File: config.mk
export PLATFORM = sky130hd
export DESIGN_NAME = fabric_config_loader
export DESIGN_NICKNAME = d
export VERILOG_FILES = /design/src/rtl/fabric_config_loader.sv
export SDC_FILE = /design/constraint.sdc
export NUM_CORES = 1
export LEC_CHECK = 0
export CORE_UTILIZATION = 39
export DETAILED_ROUTE_END_ITERATION = 6
export MAX_ROUTING_LAYER = met4
export PLACE_DENSITY = 0.74
export SLEW_MARGIN = 30
export SYNTH_ARGS = -nofsm -noshare
export SYNTH_HDL_FRONTEND = slang
export SYNTH_SLANG_ARGS = --single-unit
File: constraint.sdc
create_clock -name clk -period 2.11 [get_ports clk]
set_clock_uncertainty 0.05 [all_clocks]
set_input_delay 0.422 -clock clk [delete_from_list [all_inputs] [get_ports clk]]
set_output_delay 0.422 -clock clk [all_outputs]
set_load 0.005 [all_outputs]
File: src/rtl/fabric_config_loader.sv
// fabric_config_loader: streams host words LSB-first into the fabric config chain and commits with a set pulse; FABRIC_CFG_READBACK_EN adds chain readback
module fabric_config_loader #(
    parameter int WORD_W    = 32,
    parameter int CHAIN_LEN = 1024,
    parameter int CNT_W     = $clog2(CHAIN_LEN + 1)
) (
    input  logic              clk,
    input  logic              rst,
    input  logic              start,
    input  logic              abort,
    input  logic [WORD_W-1:0] word_in,
    input  logic              word_valid,
    output logic              word_ready,
    output logic              cfg_shift,
    output logic              cfg_cen,
    output logic              cfg_set,
    input  logic              cfg_shift_back,
    output logic              busy,
    output logic              done,
    output logic [WORD_W-1:0] rb_word,
    output logic              rb_valid
);
    localparam int WL_W = $clog2(WORD_W + 1);
    localparam logic [2:0] S_IDLE  = 3'd0;
    localparam logic [2:0] S_LOAD  = 3'd1;
    localparam logic [2:0] S_SHIFT = 3'd2;
    localparam logic [2:0] S_SET   = 3'd3;
    localparam logic [2:0] S_DONE  = 3'd4;

    logic [2:0]        state_q, state_d;
    logic [WORD_W-1:0] sr_q, sr_d;
    logic [CNT_W-1:0]  bit_cnt_q, bit_cnt_d;
    logic [WL_W-1:0]   word_left_q, word_left_d;
    logic [31:0]       remain;
    logic              last_bit, word_end;

    assign remain   = 32'(CHAIN_LEN) - 32'(bit_cnt_q);
    assign last_bit = 32'(bit_cnt_q) + 32'd1 == 32'(CHAIN_LEN);
    assign word_end = last_bit || word_left_q == WL_W'(1);

    always_comb begin
        state_d     = state_q;
        sr_d        = sr_q;
        bit_cnt_d   = bit_cnt_q;
        word_left_d = word_left_q;
        case (state_q)
            S_IDLE: begin
                state_d   = start ? S_LOAD : S_IDLE;
                bit_cnt_d = start ? '0 : bit_cnt_q;
            end
            S_LOAD: begin
                if (abort) begin
                    state_d = S_IDLE;
                end else if (word_valid) begin
                    state_d     = S_SHIFT;
                    sr_d        = word_in;
                    word_left_d = WL_W'(remain >= 32'(WORD_W) ? 32'(WORD_W) : remain);
                end
            end
            S_SHIFT: begin
                if (abort) begin
                    state_d = S_IDLE;
                end else begin
                    sr_d        = sr_q >> 1;
                    bit_cnt_d   = bit_cnt_q + CNT_W'(1);
                    word_left_d = word_left_q - WL_W'(1);
                    // chain completion outranks word exhaustion
                    state_d     = last_bit ? S_SET : (word_end ? S_LOAD : S_SHIFT);
                end
            end
            S_SET:   state_d = S_DONE;
            default: state_d = S_IDLE;
        endcase
    end

    always_ff @(posedge clk) begin
        if (!rst) begin
            state_q     <= S_IDLE;
            sr_q        <= '0;
            bit_cnt_q   <= '0;
            word_left_q <= '0;
        end else begin
            state_q     <= state_d;
            sr_q        <= sr_d;
            bit_cnt_q   <= bit_cnt_d;
            word_left_q <= word_left_d;
        end
    end

    assign word_ready = state_q == S_LOAD;
    assign cfg_cen    = state_q == S_SHIFT;
    assign cfg_shift  = cfg_cen & sr_q[0];
    assign cfg_set    = state_q == S_SET;
    assign done       = state_q == S_DONE;
    assign busy       = state_q != S_IDLE;

`ifdef FABRIC_CFG_READBACK_EN
    localparam int IX_W = $clog2(WORD_W);

    logic [WORD_W-1:0] rb_acc_q, rb_acc_d, rb_word_q, rb_word_d;
    logic              rb_valid_q, rb_valid_d;
    logic [IX_W-1:0]   rb_idx;

    // words start on WORD_W-aligned chain positions, so the bit offset gives the slot
    assign rb_idx = IX_W'(32'(bit_cnt_q) % WORD_W);

    always_comb begin
        rb_acc_d = state_q == S_LOAD ? '0 : rb_acc_q;
        if (state_q == S_SHIFT) rb_acc_d[rb_idx] = cfg_shift_back;
        rb_valid_d = state_q == S_SHIFT && !abort && word_end;
        rb_word_d  = rb_valid_d ? rb_acc_d : rb_word_q;
    end

    always_ff @(posedge clk) begin
        if (!rst) begin
            rb_acc_q   <= '0;
            rb_word_q  <= '0;
            rb_valid_q <= 1'b0;
        end else begin
            rb_acc_q   <= rb_acc_d;
            rb_word_q  <= rb_word_d;
            rb_valid_q <= rb_valid_d;
        end
    end

    assign rb_word  = rb_word_q;
    assign rb_valid = rb_valid_q;
`else
    logic unused_shift_back;
    assign unused_shift_back = cfg_shift_back;
    assign rb_word  = '0;
    assign rb_valid = 1'b0;
`endif
endmodule

== After elaboration in Yosys (flattened, before gate mapping) ==
Cells that the tools add are included.

* Logic and storage cells: 47
* Output and inout port bits: 39
* Register bits after elaboration: 52
* Input port bits: 38

* Muxes and demuxes: 19
* Magnitude comparators: 1
* $add $sub $neg: 4
* Equal/unequal tests: 11
* Reduce and logical (&&, ||, !) cells: 7
* Bitwise logic cells: 1

{| class="wikitable"
|+ Operators with widths
! cell !! number
|-
| 32-bit 2-to-1 mux || 3
|-
| 32-bit one-hot mux with 2 select lines || 1
|-
| 32-bit by 6-bit greater-or-equal comparator with 1-bit output, second input constant || 1
|-
| 6-bit 2-to-1 mux || 4
|-
| 11-bit 2-to-1 mux || 2
|-
| 11-bit one-hot mux with 2 select lines || 1
|-
| 11-bit by 1-bit adder with 12-bit output, second input constant || 1
|-
| 12-bit by 11-bit == test with 1-bit output, second input constant || 1
|-
| 3-bit one-hot mux with 4 select lines || 1
|-
| 6-bit one-hot mux with 2 select lines || 1
|-
| 11-bit by 11-bit subtractor with 12-bit output, first input constant || 1
|-
| 11-bit by 1-bit adder with 11-bit output, second input constant || 1
|-
| 2-bit != test, second input constant || 4
|-
| 3-bit by 2-bit == test with 1-bit output, second input constant || 2
|-
| 6-bit by 1-bit == test with 1-bit output, second input constant || 1
|-
| 2-bit 2-to-1 mux || 3
|-
| 3-bit 2-to-1 mux || 2
|-
| 6-bit by 1-bit subtractor with 6-bit output, second input constant || 1
|-
| 4-bit AND reduction || 1
|-
| 2-bit nonzero test || 2
|-
| 3-bit by 1-bit == test with 1-bit output, second input constant || 1
|-
| 3-bit == test, second input constant || 1
|-
| 3-bit logical NOT || 1
|-
| 3-bit != test, second input constant || 1
|-
| other kinds (5) || 5
|}

== Longest topological paths before layout ==
Gate-level depths: netlist (run 1).

* Depth in word-level cells: 7
* Gate-level depth with buffers: 7
* Gate-level depth less buffers: 7

== Worst setup path before layout (run 1) ==
OpenSTA, ideal clock, no wires.

* Path type: flip-flop to flip-flop
* Start: register bit_cnt_q[0]
* End: register word_left_q[4]
* Arrival: 2.014 ns
* Required time: 1.993 ns
* Setup slack: -0.021 ns
* Clock period less this slack: 2.131 ns
* Setup time: 0.067 ns
* Path buffers: 0
* Stages on the path, launching flop included: 8
* Cell sequence: dfxtp_1 > inv_1 > ha_1 > nor2b_1 > or4_4 > a2111oi_4 > o221ai_2 > a21oi_2

* Cells in the longest elaborated chain, start to end: 6

{| class="wikitable"
|+ RTL lines
! item !! line !! text
|-
| start: declaration || 32 || <nowiki>logic [CNT_W-1:0] bit_cnt_q, bit_cnt_d;</nowiki>
|-
| start signal: assignment || 85 || <nowiki>bit_cnt_q <= bit_cnt_d;</nowiki>
|-
| 11-bit by 11-bit subtractor with 12-bit output (*) || 37 || <nowiki>assign remain = 32'(CHAIN_LEN) - 32'(bit_cnt_q);</nowiki>
|-
| 32-bit by 6-bit greater-or-equal comparator with 1-bit output || 57 || <nowiki>word_left_d = WL_W'(remain >= 32'(WORD_W) ? 32'(WORD_W) : remain);</nowiki>
|-
| 6-bit 2-to-1 mux (*) || 57 ||
|-
| 6-bit 2-to-1 mux (*) || 54 || <nowiki>end else if (word_valid) begin</nowiki>
|-
| 6-bit 2-to-1 mux (*) || 52 || <nowiki>if (abort) begin</nowiki>
|-
| 6-bit one-hot mux with 2 select lines (*) || 46 || <nowiki>case (state_q)</nowiki>
|-
| end signal: assignment || 86 || <nowiki>word_left_q <= word_left_d;</nowiki>
|-
| end: declaration || 33 || <nowiki>logic [WL_W-1:0] word_left_q, word_left_d;</nowiki>
|}

Mark *: on every way between the ends. The rest lies on a longest branch, timed or not. The select of a mux whose other input is x is not followed.
A chain may end at the register's enable or synchronous reset.

== Final worst setup path (run 1) ==
* Start: register bit_cnt_q[1]
* End: register word_left_q[3]

Same word-level chain as after synthesis.

==> results.sh, run 1 <==
export IMPL_outcome="complete, no violations"
export IMPL_yosysTopAreaCell="dfxtp_1"
export IMPL_period_share=0.979
export IMPL_routed_wirelength_um=6680
export IMPL_nets=491
export IMPL_slew_violations=0
export IMPL_fmax_mhz=484
export IMPL_clkLatencyLatePin_ns=0.31
export IMPL_die_w_um=91.0
export IMPL_multiInputGateArea_mm2=0.00181
export IMPL_postCtsHoldBufs=0
export IMPL_start_util=0.402
export IMPL_cp_start_kind="flip-flop"
export IMPL_hold_class="reg -> reg"
export IMPL_die_y_um=91.0
export IMPL_total_power_w=0.00184
export IMPL_netlist_top_cells_count="73 x nand2_1, 52 x dfxtp_1, 45 x nor2_1"
export IMPL_fin_cells=550
export IMPL_setup_violations=0
export IMPL_grt_max_degree=45
export IMPL_synth_cell_types=58
export IMPL_tightestPinTransition_ns=0.685
export IMPL_fin_ws_ns=0.0435
export IMPL_cp_arrival_ns=2.26
export IMPL_powerDensity_mw_per_mm2=493
export IMPL_irDropWorstVdd_v=0.000306
export IMPL_dp_cells=540
export IMPL_fillers=793
export IMPL_timing_critical_path_fanout_max=4
export IMPL_drcViolationCount=0
export IMPL_hold_viol=0
export IMPL_grt_overflow=0
export IMPL_synth_most_common_cell="nand2_1"
export IMPL_regArea_mm2=0.00105
export IMPL_rsz0062_at_grt="true"
export IMPL_antenna_left=0
export IMPL_grt_pass1_vias=2481
export IMPL_setup_worst_path_end_class="flip-flop"
export IMPL_cts_tree="built"
export IMPL_dr_pass1_iters=5
export IMPL_pin_count=77
export IMPL_yosysTopAreaCellShare=0.337
export IMPL_synth_top_flop_cell="dfxtp_1"
export IMPL_hpwl_um=4780
export IMPL_clockRootBuffer="clkbuf_8"
export IMPL_required_ns=2.31
export IMPL_synthTopCellsByArea="dfxtp_1 34%, nand2_1 8.9%, a311oi_1 8.8%"
export IMPL_cap_violations=0
export IMPL_clockBufferDepth=2
export IMPL_setup_tns_ns=0
export IMPL_viasPerCell=5.07
export IMPL_layout_area_overhead_vs_synth_pct=21.0
export IMPL_gp_congestion=0.882
export IMPL_utilization=0.486
export IMPL_postSynthCellCount=403
export IMPL_drt_iter0_markers=188
export IMPL_synth_area_per_cell_um2=7.67
export IMPL_htreeDepth=2
export IMPL_yosys_register_bits=52
export IMPL_die_area_mm2=0.00828
export IMPL_synth_edff_count=0
export IMPL_slew_limit_headroom=0.540
export IMPL_p_leak_nw=1.43
export IMPL_clkSinkCount=52
export IMPL_io_buffers=42
export IMPL_async_flop_share=0
export IMPL_dp_worst_setup_slack_ns=-0.0260
export IMPL_core_area_mm2=0.00769
export IMPL_synth_area_mm2=0.00309
export IMPL_clk_pin_slew_ns=0.10
export IMPL_cts_buffers=5
export IMPL_antenna_found_initial=0
export IMPL_via_count=2791
export IMPL_grt_pass1_wl_um=11400
export IMPL_r2r_slack_ns=0.04
export IMPL_crit_type="reg -> reg"
export IMPL_rows=32
export IMPL_seq_area_frac_synth=0.337
export IMPL_antenna_cells=0
export IMPL_drt_wirelength_per_cell_um=12.1
export IMPL_drive_gt1_frac=0.134
export IMPL_yosysWarnings=0
export IMPL_period_needed_ns=2.07
export IMPL_grt_usage=0.169
## report_power, final
| part | total, W | switching, W | internal (W) |
|---|---|---|---|
| clock network | 0.000591 | 0.000355 | 0.000236 |
| registers | 0.00102 | 0.0000164 | 0.00101 |
| logic | 0.000230 | 0.000109 | 0.000121 |
| total | 0.00184 | 0.000480 | 0.00136 |
## area by class of cell
cell class	count	area share
Inverter	7	0.00703
Sequential cell	52	0.280
Clock buffer	5	0.0184
Tap cell	102	0.0341
Clock inverter	3	0.00569
Multi-Input combinational cell	313	0.483
Timing Repair Buffer	68	0.171
## cell families after synthesis
group,Yosys count,synth area share
xor gates and xnor gates,5,0.0142
other,1,0.00121
muxes,2,0.00648
adders and majority gates,6,0.0243
AOI/OAI and AO/OA,90,0.215
and+or+nand+nor,177,0.272
DFF,52,0.337
buffers and inverters,70,0.130
## per-layer routing
layer | up-vias | GRT usage | wire (um)
met1 | 1287 | 0.209 | 3160
met5 | - | - | 0
met2 | 57 | 0.285 | 3220
met4 | 0 | 0.0476 | 80
li1 | 1441 | - | -
met3 | 6 | 0.0285 | 216
## sequential cells by signal, indices dropped and copies added (netlist names)
name,cells
state_q,3
bit_cnt_q,11
word_left_q,6
sr_q,32
## stage by stage
step / hold WS (ns) / instance area (um2)
after global placement: 0.410 / 3600
after floorplan: 0.396 / 3210
final: 0.428 / 3740
after global routing: 0.458 / 3740
after CTS: 0.431 / 3690
after detailed placement: 0.416 / 3600
## final timing paths
check / start / end / cells past startpoint
max: bit_cnt_q[1]$_SDFFE_PN0P_ / word_left_q[3]$_SDFFE_PN0P_ / 7
min: sr_q[12]$_SDFFE_PN0P_ / sr_q[11]$_SDFFE_PN0P_ / 2
max reg2reg: bit_cnt_q[1]$_SDFFE_PN0P_ / word_left_q[3]$_SDFFE_PN0P_ / 7
min reg2reg: sr_q[12]$_SDFFE_PN0P_ / sr_q[11]$_SDFFE_PN0P_ / 2
## critical path: stages (launching register included)
cell	delay [ns]
dfxtp_2	0.35
inv_2	0.05
ha_4	0.15
nor2b_4	0.12
or4_4	0.53
a2111oi_4	0.47
o21ai_1	0.11
a31oi_1	0.17
## cell usage in the layout, fill, tap and decap left out, types with 6 or more instances in the layout
cell type | netlist | routed
buf_4 | 35 | 24
nand3_1 | 6 | 6
conb_1 | 1 | 33
a311oi_1 | 31 | 31
clkdlybuf4s50_1 | 0 | 42
a21oi_1 | 16 | 16
o21ai_0 | 14 | 14
nor2_1 | 45 | 44
nand2_1 | 73 | 73
dfxtp_1 | 52 | 47
nor3_1 | 9 | 9
## repair_timing
| item | 4_1_cts | 5_1_grt |
|---|---|---|
| pin swaps | 0 | 10 |
| setup buffers | 0 | 2 |
| setup endpoints to repair | 2 | 9 |
| gates resized for setup | 3 | 11 |
No activity file was read; power rests on OpenSTA's default activity.
==> run 2, diff against run 1 <==
--- a/config.mk
+++ b/config.mk
@@ -9,6 +9,7 @@
 export DETAILED_ROUTE_END_ITERATION = 6
 export MAX_ROUTING_LAYER = met4
 export PLACE_DENSITY = 0.74
+export REMOVE_ABC_BUFFERS = 1
 export SLEW_MARGIN = 30
 export SYNTH_ARGS = -nofsm -noshare
 export SYNTH_HDL_FRONTEND = slang
==> results.sh, run 2 (synthesized netlist as in run 1, its figures left out) <==
export IMPL_outcome="complete, no violations"
export IMPL_largestRegisters="sr_q (32), bit_cnt_q (11), word_left_q (6)"
export IMPL_postCtsHoldBufs=0
export IMPL_period_share=0.962
export IMPL_layout_area_overhead_vs_synth_pct=22.1
export IMPL_clockBufferDepth=2
export IMPL_r2r_slack_ns=0.08
export IMPL_top_register="sr_q"
export IMPL_grt_usage=0.169
export IMPL_pin_count=77
export IMPL_cap_violations=0
export IMPL_crit_path_cell_trace="inv_1 -> ha_2 -> nor2b_4 -> or4_4 -> a2111oi_4 -> o21ai_1 -> a31oi_1"
export IMPL_period_needed_ns=2.03
export IMPL_viasPerCell=5.09
export IMPL_gp_congestion=0.880
export IMPL_drive_gt1_frac=0.143
export IMPL_via_count=2833
export IMPL_post_cts_repair_setup_buffers=0
export IMPL_grt_pass1_vias=2548
export IMPL_io_buffers=42
export IMPL_htreeDepth=2
export IMPL_drt_iter0_markers=162
export IMPL_antenna_cells=0
export IMPL_timing_critical_path_fanout_max=4
export IMPL_clkLatencyLatePin_ns=0.31
export IMPL_setup_violations=0
export IMPL_layout_common_cells="73 x nand2_1, 46 x dfxtp_1, 44 x nor2_1"
export IMPL_final_common_cell="nand2_1"
export IMPL_clk_pin_slew_ns=0.10
export IMPL_die_w_um=91.0
export IMPL_hold_class="reg -> reg"
export IMPL_clkSinkCount=52
export IMPL_cp_arrival_ns=2.22
export IMPL_antenna_left=0
export IMPL_largest_reg_flops=32
export IMPL_fmax_mhz=493
export IMPL_slew_limit_headroom=0.501
export IMPL_start_util=0.402
export IMPL_drt_wirelength_per_cell_um=11.9
export IMPL_clockRootBuffer="clkbuf_8"
export IMPL_grt_overflow=0
export IMPL_cts_buffers=5
export IMPL_die_area_mm2=0.00828
export IMPL_nets=498
export IMPL_grt_pass1_wl_um=11400
export IMPL_rows=32
export IMPL_p_leak_nw=1.47
export IMPL_setup_worst_path_end_class="flip-flop"
export IMPL_dr_pass1_iters=4
export IMPL_tightestPinTransition_ns=0.743
export IMPL_slew_violations=0
export IMPL_hpwl_um=4840
export IMPL_antenna_found_initial=0
export IMPL_required_ns=2.30
export IMPL_cts_tree="built"
export IMPL_drcViolationCount=0
export IMPL_die_y_um=91.0
export IMPL_core_area_mm2=0.00769
export IMPL_total_power_w=0.00183
export IMPL_hold_viol=0
export IMPL_powerDensity_mw_per_mm2=485
export IMPL_crit_type="reg -> reg"
export IMPL_routed_wirelength_um=6650
export IMPL_grt_max_degree=39
export IMPL_fin_hold_ws_ns=0.426
export IMPL_cp_start_kind="flip-flop"
export IMPL_critPathSlowestCell="a2111oi_4"
export IMPL_irDropWorstVdd_v=0.000322
export IMPL_worst_path_largest_cell_delay_ns=0.46
## run 2: where the power goes
part	internal [W]	total, W	switching, W
logic	0.000122	0.000231	0.000109
registers	0.00101	0.00102	0.0000165
clock network	0.000237	0.000576	0.000339
total	0.00136	0.00183	0.000464
## run 2: path summary, 6_finish.rpt
| kind | cells past startpoint | end | start |
|---|---|---|---|
| max reg2reg | 7 | word_left_q[2]$_SDFFE_PN0P_ | bit_cnt_q[0]$_SDFFE_PN0P_ |
| min | 2 | sr_q[6]$_SDFFE_PN0P_ | sr_q[7]$_SDFFE_PN0P_ |
| max | 7 | word_left_q[2]$_SDFFE_PN0P_ | bit_cnt_q[0]$_SDFFE_PN0P_ |
| min reg2reg | 2 | sr_q[6]$_SDFFE_PN0P_ | sr_q[7]$_SDFFE_PN0P_ |
## run 2: final cells by class
| type | count | area [um2] |
|---|---|---|
| clock buffer | 6 | 72.6 |
| clock inverter | 2 | 16.3 |
| fill | 766 | 3920 |
| inverter | 7 | 26.3 |
| multi-input combinational | 313 | 1800 |
| sequential | 52 | 1050 |
| tap | 102 | 128 |
| timing repair buffer | 75 | 683 |
## run 2: repair_timing
action                                  4_1_cts  5_1_grt
resized for setup                             1       12
pin swaps                                     1        6
endpoints found under the setup margin        3        8
## run 2: worst max-delay path: cells and delay by family (launching register included)
| kind | cells | cell delay, ns |
|---|---|---|
| fa+ha+maj | 1 | 0.20 |
| flops | 1 | 0.34 |
| buf+inv | 1 | 0.05 |
| simple gates | 2 | 0.56 |
| compound gates | 3 | 0.76 |
## run 2: layer usage
metal / track usage / wire length (um)
met3: 0.0310 / 299
met4: 0.0450 / 18
met1: 0.209 / 3150
met2: 0.282 / 3180
met5: - / 0
## run 2: metrics by stage
stage	area, um2	std cells	worst slack (ns)	TNS [ns]	util
floorplan	2840	372	-1.60	-47.81	-
global placement	3650	549	0.00780	0	0.475
detailed placement	3650	549	-0.0779	-0.573	0.475
CTS	3740	557	0.00457	0	0.487
global route	3770	557	-0.00519	-0.00519	0.491
finish	3770	557	0.0805	0	0.491
